$ cat src/rtl/membus_bridge_if.sv
// ---------------------------------------------------------------------------
// membus_bridge bus interfaces
//
// cpu_bus_if : CPU-side device request bus.
//   master modport = CPU core (drives requests, receives stall/response)
//   slave  modport = bridge
//   valid/ready semantics: the CPU raises exactly one of cpu_read/cpu_write
//   and holds it, with address and data, for as long as cpu_stall is high.
//   The cycle with the request high and cpu_stall low is the completion
//   cycle; cpu_rdata/cpu_err are valid only then.
//
// dev_bus_if : bridge-to-peripheral bus.
//   master modport = bridge (selects, strobes, address offset, write data)
//   slave  modport = peripherals (per-slot read data and ready)
//   valid/ready semantics: dev_sel plus one strobe stay asserted and constant
//   until the selected slot raises its dev_ready bit; the access completes on
//   that clock edge and the strobes drop.
// ---------------------------------------------------------------------------
interface cpu_bus_if #(
  parameter int ADDR_W = 32,
  parameter int DATA_W = 32
);
  logic              cpu_read;
  logic              cpu_write;
  logic [ADDR_W-1:0] cpu_addr;
  logic [DATA_W-1:0] cpu_wdata;
  logic [DATA_W-1:0] cpu_rdata;
  logic              cpu_stall;
  logic              cpu_err;

  modport master (
    output cpu_read, cpu_write, cpu_addr, cpu_wdata,
    input  cpu_rdata, cpu_stall, cpu_err
  );

  modport slave (
    input  cpu_read, cpu_write, cpu_addr, cpu_wdata,
    output cpu_rdata, cpu_stall, cpu_err
  );
endinterface

interface dev_bus_if #(
  parameter int N_DEV     = 4,
  parameter int DATA_W    = 32,
  parameter int SPAN_LOG2 = 4
);
  logic [N_DEV-1:0]        dev_sel;
  logic                    dev_read;
  logic                    dev_write;
  logic [SPAN_LOG2-1:0]    dev_addr;
  logic [DATA_W-1:0]       dev_wdata;
  logic [N_DEV*DATA_W-1:0] dev_rdata;
  logic [N_DEV-1:0]        dev_ready;

  modport master (
    output dev_sel, dev_read, dev_write, dev_addr, dev_wdata,
    input  dev_rdata, dev_ready
  );

  modport slave (
    input  dev_sel, dev_read, dev_write, dev_addr, dev_wdata,
    output dev_rdata, dev_ready
  );
endinterface

$ cat src/rtl/membus_bridge.sv
// ---------------------------------------------------------------------------
// membus_bridge
//
// Bridges CPU device accesses (addresses at or above DEV_BASE) onto N_DEV
// memory-mapped peripheral slots with per-slot selects and a ready handshake
// allowing wait states. The CPU is stalled until the access completes.
//
// Ports:
//   clk        clock, all state changes on rising edge
//   reset      synchronous, active-high
//   cpu        cpu_bus_if.slave  : cpu_read/cpu_write/cpu_addr/cpu_wdata in,
//                                  cpu_rdata/cpu_stall/cpu_err out
//   dev        dev_bus_if.master : dev_sel/dev_read/dev_write/dev_addr/
//                                  dev_wdata out, dev_rdata/dev_ready in
//   dbg_state  current FSM state (0 IDLE, 1 WAIT, 2 DONE)
//
// Optional feature macro: BRIDGE_TIMEOUT_EN
//   When defined, an access waiting TIMEOUT cycles without ready is
//   terminated with an error response. When undefined, WAIT persists until
//   ready or reset and TIMEOUT is unused.
// ---------------------------------------------------------------------------
module membus_bridge #(
  parameter int              ADDR_W    = 32,
  parameter int              DATA_W    = 32,
  parameter int              N_DEV     = 4,
  parameter logic [ADDR_W-1:0] DEV_BASE = 32'h40000000,
  parameter int              SPAN_LOG2 = 4,
  parameter int              TIMEOUT   = 255
) (
  input  logic       clk,
  input  logic       reset,
  cpu_bus_if.slave   cpu,
  dev_bus_if.master  dev,
  output logic [1:0] dbg_state
);

  localparam int SLOT_W = $clog2(N_DEV);

  typedef enum logic [1:0] {
    IDLE = 2'd0,
    WAIT = 2'd1,
    DONE = 2'd2
  } state_t;

  state_t               state_q, state_d;
  logic [SLOT_W-1:0]    slot_q, slot_d;
  logic [N_DEV-1:0]     sel_q, sel_d;
  logic                 rd_q, rd_d;
  logic                 wr_q, wr_d;
  logic [SPAN_LOG2-1:0] addr_q, addr_d;
  logic [DATA_W-1:0]    wdata_q, wdata_d;
  logic [DATA_W-1:0]    rdata_q, rdata_d;
  logic                 err_q, err_d;

`ifdef BRIDGE_TIMEOUT_EN
  localparam int CNT_W = (TIMEOUT < 2) ? 1 : $clog2(TIMEOUT + 1);
  logic [CNT_W-1:0] cnt_q, cnt_d;
`endif

  // Request decode on the live CPU inputs; only used in IDLE.
  logic [ADDR_W-1:0] req_offset;
  logic [SLOT_W-1:0] req_slot;
  logic              req_any;
  logic              req_mapped;
  logic              req_single;

  assign req_any    = cpu.cpu_read | cpu.cpu_write;
  assign req_single = cpu.cpu_read ^ cpu.cpu_write;
  assign req_offset = cpu.cpu_addr - DEV_BASE;
  assign req_slot   = req_offset[SPAN_LOG2 +: SLOT_W];
  // In range when at/above the base and no offset bits above the slot field.
  assign req_mapped = (cpu.cpu_addr >= DEV_BASE) &&
                      ((req_offset >> (SPAN_LOG2 + SLOT_W)) == '0);

  // Read data of the captured slot.
  logic [DATA_W-1:0] slot_rdata;
  always_comb begin
    slot_rdata = '0;
    for (int i = 0; i < N_DEV; i++) begin
      if (slot_q == SLOT_W'(i)) slot_rdata = dev.dev_rdata[i*DATA_W +: DATA_W];
    end
  end

  always_comb begin
    state_d = state_q;
    slot_d  = slot_q;
    sel_d   = sel_q;
    rd_d    = rd_q;
    wr_d    = wr_q;
    addr_d  = addr_q;
    wdata_d = wdata_q;
    rdata_d = rdata_q;
    err_d   = err_q;
`ifdef BRIDGE_TIMEOUT_EN
    cnt_d   = cnt_q;
`endif
    case (state_q)
      IDLE: begin
        if (req_any) begin
          if (req_mapped && req_single) begin
            state_d = WAIT;
            slot_d  = req_slot;
            sel_d   = {{(N_DEV-1){1'b0}}, 1'b1} << req_slot;
            rd_d    = cpu.cpu_read;
            wr_d    = cpu.cpu_write;
            addr_d  = req_offset[SPAN_LOG2-1:0];
            wdata_d = cpu.cpu_wdata;
`ifdef BRIDGE_TIMEOUT_EN
            cnt_d   = '0;
`endif
          end else begin
            // Unmapped or ambiguous request: answer with error, never strobe.
            state_d = DONE;
            rdata_d = '1;
            err_d   = 1'b1;
          end
        end
      end
      WAIT: begin
        if (dev.dev_ready[slot_q]) begin
          state_d = DONE;
          rdata_d = rd_q ? slot_rdata : '0;
          err_d   = 1'b0;
          sel_d   = '0;
          rd_d    = 1'b0;
          wr_d    = 1'b0;
        end
`ifdef BRIDGE_TIMEOUT_EN
        // Ready in the same cycle as the limit takes priority (branch above).
        else if (cnt_q == CNT_W'(TIMEOUT - 1)) begin
          state_d = DONE;
          rdata_d = '1;
          err_d   = 1'b1;
          sel_d   = '0;
          rd_d    = 1'b0;
          wr_d    = 1'b0;
        end else begin
          cnt_d = cnt_q + 1'b1;
        end
`endif
      end
      DONE: begin
        // A request still held here is the one just answered; not replayed.
        state_d = IDLE;
      end
      default: state_d = IDLE;
    endcase
  end

  always_ff @(posedge clk) begin
    if (reset) begin
      state_q <= IDLE;
      slot_q  <= '0;
      sel_q   <= '0;
      rd_q    <= 1'b0;
      wr_q    <= 1'b0;
      addr_q  <= '0;
      wdata_q <= '0;
      rdata_q <= '0;
      err_q   <= 1'b0;
`ifdef BRIDGE_TIMEOUT_EN
      cnt_q   <= '0;
`endif
    end else begin
      state_q <= state_d;
      slot_q  <= slot_d;
      sel_q   <= sel_d;
      rd_q    <= rd_d;
      wr_q    <= wr_d;
      addr_q  <= addr_d;
      wdata_q <= wdata_d;
      rdata_q <= rdata_d;
      err_q   <= err_d;
`ifdef BRIDGE_TIMEOUT_EN
      cnt_q   <= cnt_d;
`endif
    end
  end

  assign cpu.cpu_stall = req_any & (state_q != DONE) & ~reset;
  assign cpu.cpu_rdata = rdata_q;
  assign cpu.cpu_err   = err_q;

  assign dev.dev_sel   = sel_q;
  assign dev.dev_read  = rd_q;
  assign dev.dev_write = wr_q;
  assign dev.dev_addr  = addr_q;
  assign dev.dev_wdata = wdata_q;

  assign dbg_state = state_q;

endmodule
$ cat src/flat_wrapper.sv
// flat-port wrapper written by rule: the top's interface ports become plain ports
module membus_bridge_flat 
#(
  parameter int              ADDR_W    = 32,
  parameter int              DATA_W    = 32,
  parameter int              N_DEV     = 4,
  parameter logic [ADDR_W-1:0] DEV_BASE = 32'h40000000,
  parameter int              SPAN_LOG2 = 4,
  parameter int              TIMEOUT   = 255
)
  (clk, reset, dbg_state, cpu_cpu_read, cpu_cpu_write, cpu_cpu_addr, cpu_cpu_wdata, cpu_cpu_rdata, cpu_cpu_stall, cpu_cpu_err, dev_dev_sel, dev_dev_read, dev_dev_write, dev_dev_addr, dev_dev_wdata, dev_dev_rdata, dev_dev_ready);
  cpu_bus_if #(.ADDR_W(ADDR_W), .DATA_W(DATA_W)) cpu_i ();
  dev_bus_if #(.N_DEV(N_DEV), .DATA_W(DATA_W), .SPAN_LOG2(SPAN_LOG2)) dev_i ();
  input  logic clk;
  input  logic reset;
  output logic [1:0] dbg_state;
  input wire logic [$bits(cpu_i.cpu_read)-1:0] cpu_cpu_read;
  input wire logic [$bits(cpu_i.cpu_write)-1:0] cpu_cpu_write;
  input wire logic [$bits(cpu_i.cpu_addr)-1:0] cpu_cpu_addr;
  input wire logic [$bits(cpu_i.cpu_wdata)-1:0] cpu_cpu_wdata;
  output wire logic [$bits(cpu_i.cpu_rdata)-1:0] cpu_cpu_rdata;
  output wire logic [$bits(cpu_i.cpu_stall)-1:0] cpu_cpu_stall;
  output wire logic [$bits(cpu_i.cpu_err)-1:0] cpu_cpu_err;
  output wire logic [$bits(dev_i.dev_sel)-1:0] dev_dev_sel;
  output wire logic [$bits(dev_i.dev_read)-1:0] dev_dev_read;
  output wire logic [$bits(dev_i.dev_write)-1:0] dev_dev_write;
  output wire logic [$bits(dev_i.dev_addr)-1:0] dev_dev_addr;
  output wire logic [$bits(dev_i.dev_wdata)-1:0] dev_dev_wdata;
  input wire logic [$bits(dev_i.dev_rdata)-1:0] dev_dev_rdata;
  input wire logic [$bits(dev_i.dev_ready)-1:0] dev_dev_ready;
  assign cpu_i.cpu_read = cpu_cpu_read;
  assign cpu_i.cpu_write = cpu_cpu_write;
  assign cpu_i.cpu_addr = cpu_cpu_addr;
  assign cpu_i.cpu_wdata = cpu_cpu_wdata;
  assign cpu_cpu_rdata = cpu_i.cpu_rdata;
  assign cpu_cpu_stall = cpu_i.cpu_stall;
  assign cpu_cpu_err = cpu_i.cpu_err;
  assign dev_dev_sel = dev_i.dev_sel;
  assign dev_dev_read = dev_i.dev_read;
  assign dev_dev_write = dev_i.dev_write;
  assign dev_dev_addr = dev_i.dev_addr;
  assign dev_dev_wdata = dev_i.dev_wdata;
  assign dev_i.dev_rdata = dev_dev_rdata;
  assign dev_i.dev_ready = dev_dev_ready;
  membus_bridge #(.ADDR_W(ADDR_W), .DATA_W(DATA_W), .N_DEV(N_DEV), .DEV_BASE(DEV_BASE), .SPAN_LOG2(SPAN_LOG2), .TIMEOUT(TIMEOUT)) u_core (.clk(clk), .reset(reset), .cpu(cpu_i), .dev(dev_i), .dbg_state(dbg_state));
endmodule
$ cat config.mk
export PLATFORM = sky130hd
export DESIGN_NAME = membus_bridge_flat
export DESIGN_NICKNAME = d
export VERILOG_FILES = /design/src/rtl/membus_bridge_if.sv /design/src/rtl/membus_bridge.sv /design/src/flat_wrapper.sv
export SDC_FILE = /design/constraint.sdc
export NUM_CORES = 1
export LEC_CHECK = 0
export CORE_MARGIN = 2
export CORE_UTILIZATION = 35
export CTS_CLUSTER_DIAMETER = 150
export CTS_CLUSTER_SIZE = 24
export DETAILED_ROUTE_END_ITERATION = 7
export PLACE_DENSITY = 0.88
export SLEW_MARGIN = 20
export SYNTH_ARGS = -nofsm -noshare
export SYNTH_HDL_FRONTEND = slang
export SYNTH_SLANG_ARGS = --single-unit
$ cat constraint.sdc
create_clock -name clk -period 2.6 [get_ports clk]
set_input_delay 0.52 -clock clk [delete_from_list [all_inputs] [get_ports clk]]
set_output_delay 0.52 -clock clk [all_outputs]
set_load 0.02 [all_outputs]
==> metrics.txt <==
run status=finished clean; Clock H-tree levels=3; die extent in x=108 um; Pint=2.34 mW; Crit path required time=between 2 and 3 ns; global-route wire length before repair=19.7 mm; final estimated routing congestion in global placement=0.868; Core ar.=10700 um2; worst IR drop on VDD=between 0.0003 and 0.0004 V; Rel. slew slack=0.464; Final Hold Slack=0.464 ns; insertion delay of the later-clocked pin in the worst-skew pair=0.34 ns; CTS tree=built; post-route clock skew=around 0.0076 ns; final hold violation count=0; Avg Cell Area, Syn=approximately 10 um2; share of the synthesized area in the top cell type=0.417; critical path, cell by cell=clkdlybuf4s50_1 > inv_1 > ha_1 > nor4b_1 > nand4_1 > buf_4 > nor3_4 > buf_12 > mux2i_1 > nor2_1; P_sw=approximately 0.70 mW; DRT antenna net count=0; max incr delay on CP=0.48 ns; crit path time final=approximately 2.4 ns; clock tree sinks=79; leakage power=2.53 nW; switching part of the total power=0.231; Worst Max-Slew Pin Slew=0.804 ns; proportion of register bits with asynchronous set or reset after synthesis=0; sequential cell area fraction in the yosys report=0.417; most frequently used cell type in the post-synthesis netlist=dfxtp_1; Ant. Diodes=0; Final Cell Area=6970 um2; Std-Cell Rows=38; clock network power share=0.373; via count of the first global-routing pass=3978; Initial Util=0.355; Synth top cells by count=79 x dfxtp_1, 74 x nor2_1, 44 x mux2i_1; fraction of power consumed by combinational cells=0.205; maximum number of pins on one net before global-route repair=82; number of antenna violations at the first check in global routing=0; routed via count divided by cell count=5.01; Die Footprint=11700 um2; clock buffers created by TritonCTS=9; number of library cell types mapped by synthesis=29; RSZ-0062 raised after global routing=false; cell accounting for the most synthesized area=dfxtp_1; 1st-pass router iterations=4; Final Cycle Share=0.928; instance area after placement=~6700 um2; IO Count=278; synthesized area=3800 um2; buffer levels on the longest clock path=2; HPWL Detailed=10.3 mm; maximum capacitance violations=0; DRC marker count from the first detailed-route iteration=136; sequential power share=0.421; number of warnings issued by yosys=0; total track usage=0.217; remaining global-route overflow=0; hold_buf cts=0; type of destination of the critical path=flip-flop; Max Slew Vio Count=0; Total Nets Final=835; detailed-route wire length per cell=16.7 um; total of fill cells in the finished design=830; Clock Tree Root=clkbuf_8; synthesis-stage register bit count=79; number of design rule violations left after detail routing=0; post-synthesis cell count=~370; maximum fanout along the worst path=20; signal arrival time at the worst endpoint=2.62 ns; CP Launch Type=input port; category of the most critical setup path=input port to flip-flop; input/output buffers=between 200 and 300; layout cell share with drive strength beyond 1=0.108; clk slew on worst S/H paths=0.09 ns; synthesized netlist net count=about 570; Synth area leaders=dfxtp_1 42%, mux4_2 20%, mux2i_1 12%, nor2_1 7.3%, a21oi_1 4.4%; critical-path cell with the highest stage delay=clkdlybuf4s50_1; P&R area growth vs syn=83.6%; number of vias in the routed layout=3902; Fmax achieved=0.414 GHz; power density over the cells=roughly 440 nW/um2; EDFF count, synth=0; WL final=about 13 mm; count of endpoints failing setup in the final report=0; top_reg_cell synth=dfxtp_1; Hold WC Path Type=flip-flop to flip-flop; Die Ht=108 um
routing by layer:
layer  global-route usage  part of all wire  vias to the layer above
li1                     -                 -                     1856
met1                0.245              0.37                     1839
met2                0.395              0.53                      181
met3               0.0549             0.076                       26
met4               0.0778             0.024                        0
met5                    0                 0                        -
sequential cells by signal, summed over array words and instances (netlist names), 2 cells and up:
signal / count
u_core.dev.dev_addr: 4
u_core.dev.dev_sel: 4
u_core.dbg_state: 2
u_core.cpu.cpu_rdata: 32
u_core.slot_q: 2
u_core.dev.dev_wdata: 32
cells in the final DEF (no fill, tap or decap), drive strengths merged:
cell           netlist  final
o22ai                1      1
dlygate4sd2          0      1
and2                 1      1
nand4                2      2
nor3                35     35
clkinv               0      2
nand3                1      1
o21ai                1      1
mux2i               44     44
clkdlybuf4s50        0    275
mux4                33     33
a211oi               2      2
dfxtp               79     79
nand2b               6      6
o32a                 1      1
buf                 16     13
nor4b                1      1
nor2b                2      2
nor4                 5      5
a21oi               33     33
inv                  5      6
nor2                75     75
ha                   1      1
or4                  1      1
clkbuf              15     10
nand3b               2      2
bufinv               0      3
nand2                3      3
final timing paths:
check / startpoint / endpoint / slack (ns) / depth (start not counted)
worst max register to register: u_core.slot_q[0] / u_core.dev.dev_read / 0.75 / 4
worst min register to register: u_core.cpu.cpu_err / u_core.cpu.cpu_err / 0.46 / 2
worst max-delay path: cpu_cpu_write / u_core.slot_q[1] / 0.19 / 10
worst min-delay path: u_core.cpu.cpu_err / u_core.cpu.cpu_err / 0.46 / 2
stage by stage:
step | cells | util | power [mW] | setup TNS, ns | worst slack [ns]
after CTS | 778 | 0.651 | 3.07 | 0 | 0.142
after floorplan | 365 | - | 1.50 | 0 | 0.470
after detailed placement | 762 | 0.627 | 1.94 | -11.99 | -0.218
after global routing | 779 | 0.651 | 3.15 | 0 | 0.0166
final | 779 | 0.651 | 3.05 | 0 | 0.187
after global placement | 762 | 0.627 | 1.92 | -6.33 | -0.108
cells by family (layout without fill, tap and decap cells):
group	Yosys count	count (layout)	share of synthesized area
AOI/OAI and AO/OA	38	38	0.0550
adders and majority gates	1	1	0.00330
buffers and inverters	36	310	0.0501
DFF	79	79	0.417
muxes	77	77	0.312
and+or+nand+nor	134	134	0.163
critical path, delay by kind of cell:
family	cells	cell delay [ns]
buffers and inverters	4	0.93
AND/OR/NAND/NOR	4	0.65
adder cells (fa/ha/maj)	1	0.26
multiplexers	1	0.25
final cells by class:
cell class / instances / area [um2] / area share
Timing Repair Buffer: 289 / 2910 / 0.417
Multi-Input combinational cell: 250 / 2030 / 0.291
Sequential cell: 79 / 1580 / 0.227
Tap cell: 140 / 175 / 0.0251
Clock buffer: 10 / 138 / 0.0198
Clock inverter: 6 / 116 / 0.0167
Inverter: 5 / 18.8 / 0.00269
power by group through the flow:
stage | Combinational (mW) | Sequential, mW | Clock, mW
global route | 0.663 | 1.29 | 1.20
finish | 0.626 | 1.28 | 1.14
CTS | 0.631 | 1.28 | 1.15
floorplan | 0.136 | 1.37 | 0
detailed placement | 0.629 | 1.31 | 0
global placement | 0.615 | 1.31 | 0
timing repair:
item,in CTS,in global routing
buffers inserted,0,1
hold endpoints to repair,0,0
setup endpoints to repair,1,20
resized for setup,1,0
(Power assumes the default switching activity.)
